===== config.mk =====
export PLATFORM = sky130hd
export DESIGN_NAME = booth_mul_pipe
export DESIGN_NICKNAME = d
export VERILOG_FILES = /design/src/rtl/booth_mul_pkg.sv /design/src/rtl/booth_mul_pipe_pp_gen.sv /design/src/rtl/booth_mul_pipe.sv
export SDC_FILE = /design/constraint.sdc
export NUM_CORES = 2
export LEC_CHECK = 0
export ABC_AREA = 1
export BUFFER_PORTS_ARGS = -buffer_cell sky130_fd_sc_hd__buf_4
export CAP_MARGIN = 20
export CELL_PAD_IN_SITES_DETAIL_PLACEMENT = 2
export CELL_PAD_IN_SITES_GLOBAL_PLACEMENT = 2
export CORE_MARGIN = 2
export CORE_UTILIZATION = 44
export CTS_CLUSTER_DIAMETER = 100
export DETAILED_ROUTE_END_ITERATION = 10
export PLACE_DENSITY_LB_ADDON = 0.1
export SKIP_LAST_GASP = 1
export SYNTH_ARGS = -nofsm -noshare
export SYNTH_HDL_FRONTEND = slang
export SYNTH_HIERARCHICAL = 1
export SYNTH_SLANG_ARGS = --single-unit

===== constraint.sdc =====
create_clock -name clk -period 102.3 [get_ports clk]
set_input_delay 20.46 -clock clk [delete_from_list [all_inputs] [get_ports clk]]
set_output_delay 20.46 -clock clk [all_outputs]
set_load 0.1 [all_outputs]

===== src/rtl/booth_mul_pkg.sv =====
// Shared constants, Booth digit encoding and compressor-tree sizing helpers
// for the pipelined radix-4 Booth multiplier.
package booth_mul_pkg;

  // Edges from the accepting edge to the edge that raises out_valid.
  localparam int LAT = 4;

  typedef enum logic [2:0] {ZERO, POS1, POS2, NEG1, NEG2} booth_digit_e;

  function automatic int ew_of(input int width);
    return width + 2;
  endfunction

  function automatic int nd_of(input int width);
    return (width + 2) / 2;
  endfunction

  // Row count after one level of 3:2 compression.
  function automatic int csa_rows(input int n);
    return (n / 3) * 2 + n % 3;
  endfunction

  function automatic int rows_after(input int n, input int levels);
    int m;
    m = n;
    for (int i = 0; i < 16; i++)
      if (i < levels) m = csa_rows(m);
    return m;
  endfunction

  function automatic int levels_to4(input int n);
    int m;
    int lv;
    m = n;
    lv = 0;
    for (int i = 0; i < 16; i++)
      if (m > 4) begin
        m = csa_rows(m);
        lv++;
      end
    return lv;
  endfunction

  // Triplet is {b[2i+1], b[2i], b[2i-1]}.
  function automatic booth_digit_e booth_digit(input logic [2:0] triplet);
    booth_digit_e d;
    case (triplet)
      3'b001, 3'b010: d = POS1;
      3'b011:         d = POS2;
      3'b100:         d = NEG2;
      3'b101, 3'b110: d = NEG1;
      default:        d = ZERO;
    endcase
    return d;
  endfunction

endpackage


===== src/rtl/booth_mul_pipe_pp_gen.sv =====
// One Booth partial-product row: selects 0, +-a or +-2a from a recoded triplet.
module booth_pp_gen
  import booth_mul_pkg::*;
#(
  parameter int EW = 34
) (
  input  logic [EW-1:0] a_ext_i,
  input  logic [2:0]    triplet_i,
  output logic [EW:0]   row_o,
  output logic          neg_o,
  output logic          comp_o
);

  booth_digit_e dig;
  logic [EW:0]  mag;

  // Negative digits emit the one's complement; the +1 rides in neg_o.
  always_comb begin
    dig = booth_digit(triplet_i);
    mag = '0;
    case (dig)
      POS1, NEG1: mag = {a_ext_i[EW-1], a_ext_i};
      POS2, NEG2: mag = {a_ext_i, 1'b0};
      default:    mag = '0;
    endcase
    neg_o  = (dig == NEG1) || (dig == NEG2);
    row_o  = neg_o ? ~mag : mag;
    comp_o = ~row_o[EW];
  end

endmodule


===== src/rtl/booth_mul_pipe.sv =====
// Pipelined radix-4 Booth multiplier: operand capture, three compressor
// stages and a final 4:2 + carry-propagate stage, with a global stall enable.
module booth_mul_pipe
  import booth_mul_pkg::*;
#(
  parameter int WIDTH = 32,
  parameter int TAG_W = 4
) (
  input  logic               clk,
  input  logic               rst_n,
  input  logic               in_valid,
  output logic               in_ready,
  input  logic [WIDTH-1:0]   a,
  input  logic [WIDTH-1:0]   b,
  input  logic               a_signed,
  input  logic               b_signed,
  input  logic [TAG_W-1:0]   in_tag,
  output logic               out_valid,
  input  logic               out_ready,
  output logic [2*WIDTH-1:0] product,
  output logic [TAG_W-1:0]   out_tag
);

  localparam int EW = ew_of(WIDTH);
  localparam int ND = nd_of(WIDTH);
  localparam int PW = 2 * WIDTH;
  localparam int NR = ND + 1;
  localparam int IW = $clog2(NR);
  localparam int R1 = csa_rows(NR);
  localparam int LT = levels_to4(R1);
  localparam int L2 = (LT + 1) / 2;
  localparam int L3 = LT - L2;
  localparam int R2 = rows_after(R1, L2);

  typedef logic [PW-1:0]          vec_t;
  typedef logic [NR-1:0][PW-1:0]  rows_t;
  typedef logic [IW-1:0]          idx_t;

  function automatic vec_t maj(input vec_t x, input vec_t y, input vec_t z);
    return (x & y) | (x & z) | (y & z);
  endfunction

  // Sum of the -2^(EW+1) terms that complete each row's 1-prefix sign extension.
  function automatic vec_t comp_const();
    vec_t acc;
    acc = '0;
    for (int i = 0; i < ND; i++) acc = acc + (vec_t'(1) << (EW + 1 + 2 * i));
    return -acc;
  endfunction

  localparam vec_t COMP_K = comp_const();

  function automatic rows_t csa_level(input rows_t r, input int n);
    rows_t o;
    int    base;
    o    = '0;
    base = 2 * (n / 3);
    for (int g = 0; g < NR / 3; g++)
      if (3 * g + 2 < n) begin
        o[idx_t'(2 * g)]     = r[3*g] ^ r[3*g+1] ^ r[3*g+2];
        o[idx_t'(2 * g + 1)] = maj(r[3*g], r[3*g+1], r[3*g+2]) << 1;
      end
    for (int i = 0; i < NR; i++)
      if (i >= 3 * (n / 3) && i < n) o[idx_t'(base + i - 3 * (n / 3))] = r[i];
    return o;
  endfunction

  function automatic rows_t reduce(input rows_t r, input int n, input int levels);
    rows_t o;
    int    m;
    o = r;
    m = n;
    for (int lv = 0; lv < 16; lv++)
      if (lv < levels) begin
        o = csa_level(o, m);
        m = csa_rows(m);
      end
    return o;
  endfunction

  // Handshake: a beat moves on a port when valid && ready on the same rising
  // edge; the whole pipe advances only when the output slot is empty or drains.
  logic                    en;
  logic [LAT:0]            vld_q;
  logic [LAT:0][TAG_W-1:0] tag_q;
  vec_t                    prod_q, prod_d;

  assign en        = !vld_q[LAT] || out_ready;
  assign in_ready  = en;
  assign out_valid = vld_q[LAT];
  assign out_tag   = tag_q[LAT];
  assign product   = prod_q;

  logic [EW-1:0] op_a_q, op_a_d;
  logic [EW:0]   op_b_q, op_b_d;

  assign op_a_d = {{2{a_signed & a[WIDTH-1]}}, a};
  assign op_b_d = {{2{b_signed & b[WIDTH-1]}}, b, 1'b0};

  logic [ND-1:0] neg;
  rows_t         pp_rows;
  vec_t          corr;

  for (genvar i = 0; i < ND; i++) begin : g_pp
    logic [EW:0] row;
    logic        comp;
    booth_pp_gen #(.EW(EW)) u_pp (
      .a_ext_i   (op_a_q),
      .triplet_i (op_b_q[2*i+2:2*i]),
      .row_o     (row),
      .neg_o     (neg[i]),
      .comp_o    (comp)
    );
    assign pp_rows[i] = vec_t'({comp, row}) << (2 * i);
  end

  // Negate bits sit at even columns below EW+1, so they share a row with COMP_K.
  always_comb begin
    corr = COMP_K;
    for (int i = 0; i < ND; i++) corr[2*i] = neg[i];
  end
  assign pp_rows[ND] = corr;

  rows_t s1_q, s1_d, s2_q, s2_d, s3_q, s3_d;
  vec_t  t_s, t_c, f_s, f_c;

  assign s1_d = csa_level(pp_rows, NR);
  assign s2_d = reduce(s1_q, R1, L2);
  assign s3_d = reduce(s2_q, R2, L3);

  always_comb begin
    t_s    = s3_q[0] ^ s3_q[1] ^ s3_q[2];
    t_c    = maj(s3_q[0], s3_q[1], s3_q[2]) << 1;
    f_s    = t_s ^ t_c ^ s3_q[3];
    f_c    = maj(t_s, t_c, s3_q[3]) << 1;
    prod_d = f_s + f_c;
  end

  always_ff @(posedge clk) begin
    if (en) begin
      op_a_q <= op_a_d;
      op_b_q <= op_b_d;
      s1_q   <= s1_d;
      s2_q   <= s2_d;
      s3_q   <= s3_d;
    end
  end

  always_ff @(posedge clk or negedge rst_n) begin
    if (!rst_n) begin
      vld_q  <= '0;
      tag_q  <= '0;
      prod_q <= '0;
    end else if (en) begin
      vld_q  <= {vld_q[LAT-1:0], in_valid};
      tag_q  <= {tag_q[LAT-1:0], in_tag};
      prod_q <= prod_d;
    end
  end

endmodule


# Yosys cells after proc, flatten, opt, wreduce, memory -nomap -nowiden
# Index checks and enable logic that the tools add are counted.
# word_totals
mem_bits_ro	0
ramBits	0
wordCells	481
input_bits	74
latchBits	0
mem_count	0
out_inout_bits	70
register_bits	1436
# classes
multipliers	0
n_eq_ne	167
muxes	51
n_bitwise	146
n_addsub	1
div_mod_pow	0
reduce_logical	85
shift	0
n_lt_le_gt_ge	0
# op_table
cell	count
AND 63 bit	24
bitwise OR 63 bit	21
one-hot mux 35 bit (2 select lines)	15
XOR 64 bit	13
2-to-1 mux 35 bit	15
NOT 35 bit	15
equality test 3 x 2 -> 1 bit (second input constant)	66
equality test 3 bit (second input constant)	65
one-hot mux 3 bit (4 select lines)	16
OR reduction 2 bit	66
equality test 3 x 1 -> 1 bit (second input constant)	33
one-hot mux 34 bit (2 select lines)	1
adder 64 bit	1
one-hot mux 32 bit (2 select lines)	1
XOR 46 x 64 -> 64 bit	1
XOR 59 x 64 -> 64 bit	1
XOR 62 x 64 -> 64 bit	1
XOR 64 x 53 -> 64 bit	1
XOR 64 x 63 -> 64 bit	1
AND 58 x 63 -> 63 bit	1
AND 59 x 63 -> 63 bit	1
AND 60 x 63 -> 63 bit	1
AND 62 x 63 -> 63 bit	1
bitwise OR 62 x 63 -> 63 bit	1
other kinds (55)	88

# Depth between registers and ports, before layout
# logic_depth
ltp_word	12
mapped_depth	18
depth_no_buf	18

# Modules after synthesis
# The synthesis kept the hierarchy.
# modules_own_cells
mod	cells_each	seq_area_each_um2	area_each_um2	instances
booth_mul_pipe	3680	32376.1	52688.0	1
booth_pp_gen	227	0.0	1009.7	17

# Worst setup path after synthesis
# OpenSTA, ideal clock, no wires.
# synth_path
kind	input to output
start	input out_ready
end	output in_ready
n_path_buf	2
slack_ns	33.067
t_required_ns	81.840
t_arrival_ns	48.773
path_stages	4
cell_sequence	nor2_1 inv_1 clkbuf_1 clkbuf_1
# synth_between
elab_chain_cells	1
# synth_lines
element	line_no	source
from (decl)	booth_mul_pipe.sv:19	input logic out_ready,
logical OR 1 bit	booth_mul_pipe.sv:88	assign en = !vld_q[LAT] || out_ready;
to (decl)	booth_mul_pipe.sv:12	output logic in_ready,
# No other way between the ends.

# Final worst setup path
# Same ends and word-level chain as after synthesis.

==> flow_metrics.tcl <==
set metrics [dict create \
    run_status "finished clean" \
    path_max_fanout 52 \
    ctsResizeCount 0 \
    via_count 59100 \
    grt_pass1_vias 64800 \
    dr.pass1.iters 5 \
    start_util_pct 44.2 \
    fmax_ghz 0.0237 \
    dieArea_um2 162000 \
    synth_area_um2 69800 \
    dieHeight_um 402 \
    tightest_slew_ps 1250 \
    antenna_found_initial 29 \
    min_period_ps 42280 \
    portBuffers 143 \
    path_class "in2out" \
    ant_nets 0 \
    wl_per_cell_um 31.2 \
    dp_hpwl_um 202000 \
    grt_max_degree 161 \
    drt_iter0_drc 6611 \
    worstSetupEndpointType "primary output" \
    ys_warn_count 6 \
    slew_violations 0 \
    post_cts_buffers 0 \
    critPathArrivalTime_ps 21820 \
    core_area_um2 158000 \
    place_area_um2 72400 \
    io_pins 144 \
    clk_path_buf_depth 3 \
    skew_ps 31.5 \
    max_cap_viol_count 0 \
    drc 0 \
    hold_class "reg2reg" \
    fin_tns_setup_ps 0 \
    grtUsageTotal_pct 37.6 \
    layout-drive-gt1-share_pct 7.46 \
    rsz0062_at_grt "false" \
    fp.dieW_um 402 \
    cp-start-kind "input port" \
    vias_per_cell 6.04 \
    crit_required_ps 81840 \
    final-setup-viol-count 0 \
    syn_inst 7521 \
    postCtsHoldBufs 0 \
    grt_pass1_wl_um 445000 \
    fin_nets 8386 \
    cts_max_level 4 \
    finalWeightedCongestion 0.860 \
    clk_pin_slew_worst_paths_ps 60 \
    max_slew_margin_pct 16.9 \
    placementRows 146 \
    syn_to_final_growth_pct 10.2 \
    grt.overflow.total 0 \
    cts_made_buffers 133 \
    cts_sinks 1093 \
    hold_viol 0 \
    cts_tree "yes" \
    cts_root_buf "clkbuf_16" \
    fin_crit_sh_pct 41.3 \
    clkLatencyLatePin_ps 800 \
    wl_um 305000 \
    final_cell_area_um2 76900 \
    syn_avg_cell_area_um2 9.28 \
]
-- state kept, by name, indices dropped and copies added, names as in the netlist --
name,flops
out_tag,4
s2_q,271
product,64
op_a_q,33
tag_q,16
s3_q,206
s1_q,461
op_b_q,33
vld_q,5
-- critical path, stage by stage --
cell and delay [ps]:
buf_4 120, nor2_4 110, buf_4 440, inv_8 260, buf_4 340
-- layout by cell type, fill, tap and decap left out, types with 5 or more instances in the layout --
master     count
nand3_2        7
nand4_1        9
nand2_2       65
o21ai_1        9
a22oi_1       15
nor2_4        18
nor2_1       113
o21bai_1       6
nand3b_1      11
o21ai_0       48
nand2_1     2915
nor3_1         7
nor2_2        14
fa_1         494
edfxtp_1    1004
buf_12         9
clkinv_1      21
inv_1        843
dfrtp_1       89
xnor2_1       25
nand3_1     1191
xor2_1        24
clkbuf_16    136
bufinv_16     13
diode_2        5
inv_6          7
clkinv_2      15
buf_4        211
o21ai_4       17
clkbuf_1      34
ha_1         213
a21oi_1       42
inv_2         35
-- routing by layer --
metal / part of all wire (%) / track usage [%]
met5: 0.053 / 0
met4: 5.3 / 17.9
met3: 8.7 / 7.23
met2: 47 / 61.7
met1: 39 / 48.0
-- worst paths after layout --
| check | startpoint | endpoint | slack, ps | cells after the start |
|---|---|---|---|---|
| min in group asynchronous | rst_n | tag_q[10]$_DFFE_PN0P_ | 19530 | 1 |
| worst min-delay path | s2_q[211]$_DFFE_PP_ | s3_q[147]$_DFFE_PP_ | 410 | 0 |
| max in group asynchronous | rst_n | product[47]$_DFFE_PN0P_ | 81590 | 2 |
| worst min register to register | s2_q[211]$_DFFE_PP_ | s3_q[147]$_DFFE_PP_ | 410 | 0 |
| worst max register to register | vld_q[4]$_DFFE_PN0P_ | s1_q[152]$_DFFE_PP_ | 97500 | 8 |
| worst max-delay path | out_ready | in_ready | 60020 | 5 |
-- per-stage QoR --
| stage | worst slack (ps) | hold WS (ps) | utilization, % | cells |
|---|---|---|---|---|
| global route | 59920 | 424 | 48.6 | 9780 |
| floorplan | 33070 | 400 | - | 7524 |
| CTS | 60000 | 411 | 48.5 | 9772 |
| global placement | 60050 | 400 | 45.8 | 9532 |
| detailed placement | 60010 | 409 | 45.8 | 9534 |
| finish | 60020 | 414 | 48.6 | 9785 |
-- area by class of cell --
cell class | instances | area, um2
fillers | 16600 | 81200
multi-input cells | 5274 | 32400
flip-flops and latches | 1093 | 32400
clock buffers | 173 | 3570
inverters | 879 | 3310
well taps | 2072 | 2590
repair buffers | 224 | 1870
clock inverters | 65 | 712
diodes | 5 | 12.5
Power is not shown: default switching activity piles up to over one toggle a cycle in this logic, so the estimate is an artifact.
